[config.mk]
export PLATFORM = sky130hd
export DESIGN_NAME = battle_datapath
export DESIGN_NICKNAME = d
export VERILOG_FILES = /design/src/rtl/battle_datapath.sv
export SDC_FILE = /design/constraint.sdc
export NUM_CORES = 1
export LEC_CHECK = 0
export BUFFER_PORTS_ARGS = -buffer_cell sky130_fd_sc_hd__buf_2
export CORE_MARGIN = 4
export CORE_UTILIZATION = 61
export CTS_BUF_LIST = sky130_fd_sc_hd__clkbuf_4
export DETAILED_ROUTE_END_ITERATION = 7
export PLACE_DENSITY = 0.79
export SLEW_MARGIN = 10
export SYNTH_ARGS = -nofsm -noshare
export SYNTH_HDL_FRONTEND = slang
export SYNTH_SLANG_ARGS = --single-unit
[constraint.sdc]
create_clock -name clk -period 3.64 [get_ports clk]
set_input_delay 0.728 -clock clk [delete_from_list [all_inputs] [get_ports clk]]
set_output_delay 0.728 -clock clk [all_outputs]
set_load 0.005 [all_outputs]
[src/rtl/battle_datapath.sv]
// HP/damage datapath behind the battle FSM: damage = (power*atk)/(def+1)
// using a shift-add multiply and a restoring divide, then a saturating HP subtract.
module battle_datapath #(
    parameter int HP_W       = 8,
    parameter int STAT_W     = 8,
    parameter int P_HP_INIT  = 100,
    parameter int AI_HP_INIT = 100
) (
    input  logic              clk,
    input  logic              reset,
    input  logic              load_ai_hp,
    input  logic              apply_ai_damage,
    input  logic              apply_p_damage,
    input  logic [HP_W-1:0]   ai_hp_init,
    input  logic [STAT_W-1:0] move_power,
    input  logic [STAT_W-1:0] p_atk,
    input  logic [STAT_W-1:0] p_def,
    input  logic [STAT_W-1:0] ai_atk,
    input  logic [STAT_W-1:0] ai_def,
    output logic [HP_W-1:0]   p_hp,
    output logic [HP_W-1:0]   ai_hp,
    output logic              p_fainted,
    output logic              ai_fainted,
    output logic              busy,
    output logic              done
);
    localparam int PW = 2 * STAT_W;
    localparam int CW = $clog2(PW + 1);

    typedef enum logic [1:0] {IDLE, MUL, DIV, APPLY} state_t;
    state_t state, next;

    logic [CW-1:0]     cnt;
    logic [STAT_W-1:0] mplier;
    logic [PW-1:0]     mcand;
    logic [PW-1:0]     work;     // product during MUL, dividend/quotient during DIV
    logic [STAT_W:0]   divisor;
    logic [STAT_W:0]   rem;
    logic              tgt_ai;
    logic              start;

    logic [STAT_W+1:0] rem_sh;
    logic [STAT_W+1:0] diff;
    logic              qbit;
    logic [HP_W-1:0]   dmg;
    logic [HP_W-1:0]   tgt_hp;
    logic [HP_W-1:0]   new_hp;

    // load_ai_hp wins over both damage requests; losers are simply dropped
    assign start = (state == IDLE) && !load_ai_hp && (apply_ai_damage || apply_p_damage);

    always_ff @(posedge clk or posedge reset) begin
        if (reset) state <= IDLE;
        else       state <= next;
    end

    always_comb begin
        next = state;
        case (state)
            IDLE:  if (start) next = MUL;
            MUL:   if (cnt == CW'(STAT_W - 1)) next = DIV;
            DIV:   if (cnt == CW'(PW - 1)) next = APPLY;
            APPLY: next = IDLE;
            default: next = IDLE;
        endcase
    end

    always_comb begin
        busy = (state != IDLE);
    end

    // restoring divide step: shift in the next dividend bit, subtract if no borrow
    always_comb begin
        rem_sh = {rem, work[PW-1]};
        diff   = rem_sh - {1'b0, divisor};
        qbit   = !diff[STAT_W+1];
        dmg    = (|work[PW-1:HP_W]) ? {HP_W{1'b1}} : work[HP_W-1:0];
        tgt_hp = tgt_ai ? ai_hp : p_hp;
        new_hp = (dmg >= tgt_hp) ? '0 : tgt_hp - dmg;
    end

    always_ff @(posedge clk or posedge reset) begin
        if (reset) begin
            cnt     <= '0;
            mplier  <= '0;
            mcand   <= '0;
            work    <= '0;
            divisor <= '0;
            rem     <= '0;
            tgt_ai  <= 1'b0;
            p_hp    <= HP_W'(P_HP_INIT);
            ai_hp   <= HP_W'(AI_HP_INIT);
            done    <= 1'b0;
        end else begin
            done <= (state == APPLY);
            cnt  <= (next != state) ? '0 : cnt + 1'b1;
            case (state)
                IDLE: begin
                    if (load_ai_hp) begin
                        ai_hp <= ai_hp_init;
                    end else if (start) begin
                        tgt_ai <= apply_ai_damage;
                        mplier <= move_power;
                        mcand  <= PW'(apply_ai_damage ? p_atk : ai_atk);
                        divisor <= {1'b0, (apply_ai_damage ? ai_def : p_def)} + 1'b1;
                        work   <= '0;
                        rem    <= '0;
                    end
                end
                MUL: begin
                    work   <= work + (mplier[0] ? mcand : '0);
                    mcand  <= mcand << 1;
                    mplier <= mplier >> 1;
                end
                DIV: begin
                    work <= {work[PW-2:0], qbit};
                    rem  <= qbit ? diff[STAT_W:0] : rem_sh[STAT_W:0];
                end
                APPLY: begin
                    if (tgt_ai) ai_hp <= new_hp;
                    else        p_hp  <= new_hp;
                end
                default: ;
            endcase
        end
    end

    assign p_fainted  = (p_hp == '0);
    assign ai_fainted = (ai_hp == '0);
endmodule

==> impl_metrics.tcl <==
set metrics [dict create \
    setup_violations 0 \
    timing.fmax_mhz 305 \
    postRouteWirelength_um 13900 \
    peakVddDrop_uv 350 \
    grt_pass1_vias 5158 \
    syn_nets 776 \
    ios 73 \
    synth-main-ff-cell "dfrtp_1" \
    yosysTopAreaCellShare 0.329 \
    crit_fanout 9 \
    layout.nets 839 \
    drive_gt1_frac 0.159 \
    fin_cells 877 \
    ys_top_cells_by_count "86 x nand2_1, 77 x dfrtp_1, 60 x o21ai_0, 46 x nor2_1, 44 x a21oi_1" \
    r2r_slack_ps 360 \
    core_area_um2 9280 \
    ys_top_cells_by_area "dfrtp_1 33%, ha_1 8.5%, nand2_1 5.5%" \
    finalSetupTns_ps 0 \
    cp_slowest_cell "dfrtp_1" \
    finalClockSkew_ps 26.8 \
    grt_max_degree 43 \
    grt-ovfl-total 0 \
    synth.largest_area_cell "dfrtp_1" \
    p_total_w 0.00512 \
    p_leak_nw 3.06 \
    synth-edff-count 0 \
    start_util 0.631 \
    path_cells "nor4_1, nand2_1, or2_2, ha_1, fa_1, nor2b_1, o21a_1, o21bai_1, a31oi_4, nand3_1, o221ai_1" \
    cts-root-buf "clkbuf_4" \
    io_buffers 72 \
    post_cts_buffers 0 \
    netlist_area_um2 5860 \
    dieArea_um2 11200 \
    ys_seq_elements 83 \
    fin_crit_sh 0.901 \
    dp_hpwl_um 10600 \
    drtIter0Drc 322 \
    required_ps 3980 \
    worst-path-buf-inv 0 \
    dr.pass1.iters 5 \
    crit_family "simple AND/OR/NAND/NOR gates" \
    relSlewSlack 0.200 \
    yosysSeqAreaShare 0.356 \
    clock_latency_ps 450 \
    arrival_ps 3620 \
    worst_setup_path_end_kind "flop" \
    cts.sinks 83 \
    antenna_cells 0 \
    post_drt_wl_per_cell_um 15.8 \
    grt_pass1_wl_um 24100 \
    outcome "complete, no violations" \
    grt_antenna_before_repair 0 \
    critical_path_class "reg -> reg" \
    worst_slew_pin_slew_ps 1190 \
    hold_ws_ps 353 \
    track_usage 0.258 \
    synth_most_common_cell "nand2_1" \
    startpoint_type "flop" \
    yosys_warnings 0 \
    yosysUniqueCellTypes 61 \
    drcViolationCount 0 \
    ctsHtreeMaxLevel 3 \
    hold_viol_final 0 \
    dpl_cell_area_um2 6320 \
    clk_pin_slew_worst_paths_ps 150 \
    postRouteAntennaNets 0 \
    synth_cells 680 \
    postSynth.asyncResetShare 1.00 \
    cts_buffers 9 \
    rows 35 \
    holdCritPathClass "in -> async" \
    chipWidth_um 106 \
    cap_violations 0 \
    via_per_inst 6.04 \
    finalMaxSlewViolations 0 \
    dr_total_vias 5293 \
    placed_cells 861 \
    fillCellCount 764 \
    period_needed_ps 3280 \
    cts_tree "done" \
    gp_congestion 0.936 \
    max_stage_delay_ps 440 \
    p_per_area_nw_per_um2 788 \
    final_area_um2 6490 \
    clk_path_buf_depth 2 \
    rsz0062_at_grt "false" \
    area_growth_pct 10.8 \
    die-height_um 106 \
    avgSynthCellArea_um2 8.61 \
]
worst register-to-register path, cell delays in order, from the launching register on:
cell and delay [ps]:
dfrtp_1 440, nor4_1 430, nand2_1 230, or2_2 330, ha_1 200, fa_1 410
nor2b_1 170, o21a_1 180, o21bai_1 110, a31oi_4 330, nand3_1 140, o221ai_1 200
layout make-up:
cell class / instances / area [um2] / share of cell area
repair buffers: 80 / 420 / 0.0648
clock inverters: 4 / 68.8 / 0.0106
well taps: 129 / 161 / 0.0249
multi-input cells: 537 / 3550 / 0.546
flip-flops and latches: 83 / 2080 / 0.321
clock buffers: 12 / 90.1 / 0.0139
inverters: 32 / 121 / 0.0187
worst paths after layout:
kind	start	end	cells after the start
max	work[12]	ai_hp[4]	11
min	reset	work[10]	2
max reg2reg	work[12]	ai_hp[4]	11
min reg2reg	cnt[0]	cnt[0]	1
max in group asynchronous	reset	p_hp[2]	3
min in group clk	cnt[0]	cnt[0]	1
cell usage in the layout (no fill, tap or decap), types with 7 or more instances in the layout:
cell type  count
a21o_1        11
xor2_1         7
nand3_1       24
o21ai_0       60
nor3b_1        8
nand2_1       86
inv_1         31
nor2_1        46
nand2b_1      12
and3_1         9
a22o_1        10
a21oi_1       43
nand4_1        9
o211ai_1      15
and2_1        16
mux2_2         9
clkbuf_4      12
buf_4          8
mux2i_1       21
buf_2         72
dfrtp_1       77
xnor2_1       14
ha_1          40
nor2b_1        8
power by group:
part	switching [W]	internal, W	total, W
sequential	0.000273	0.00125	0.00152
combinational	0.00177	0.00121	0.00297
clock	0.000327	0.000299	0.000626
total	0.00237	0.00275	0.00512
logic make-up (layout without fill, tap and decap cells):
logic type      Yosys count  after routing  synth area share
simple gates            244            244             0.203
fa+ha+maj                43             43            0.0957
mux                      30             30            0.0532
flops                    83             83             0.356
buf+inv                  60            128            0.0410
compound gates          199            199             0.220
xor+xnor                 21             21            0.0314
what timing repair did:
action | 4_1_cts | 5_1_grt
gates resized for setup | 0 | 1
setup endpoints to repair | 0 | 8
hold buffers | 0 | 0
flip-flops by register name, indices dropped and copies added (netlist names):
register / cells
mcand: 16
mplier: 8
divisor: 9
ai_hp: 8
tgt_ai: 1
work: 16
p_hp: 8
rem: 9
done: 1
state: 2
cnt: 5
metrics by stage:
| stage | util | worst slack [ps] |
|---|---|---|
| 2_1_floorplan | - | 785 |
| 3_3_place_gp | 0.681 | 450 |
| 3_5_place_dp | 0.681 | 278 |
| 4_1_cts | 0.698 | 244 |
| 5_1_grt | 0.699 | 96.2 |
| 6_report | 0.699 | 359 |
per-layer routing:
| metal | track usage | vias to the layer above | share of wire |
|---|---|---|---|
| li1 | - | 2580 | - |
| met2 | 0.436 | 187 | 0.47 |
| met5 | 0 | - | 0 |
| met1 | 0.347 | 2498 | 0.45 |
| met3 | 0.0298 | 28 | 0.057 |
| met4 | 0.0823 | 0 | 0.021 |
No activity file was read; power rests on OpenSTA's default activity.
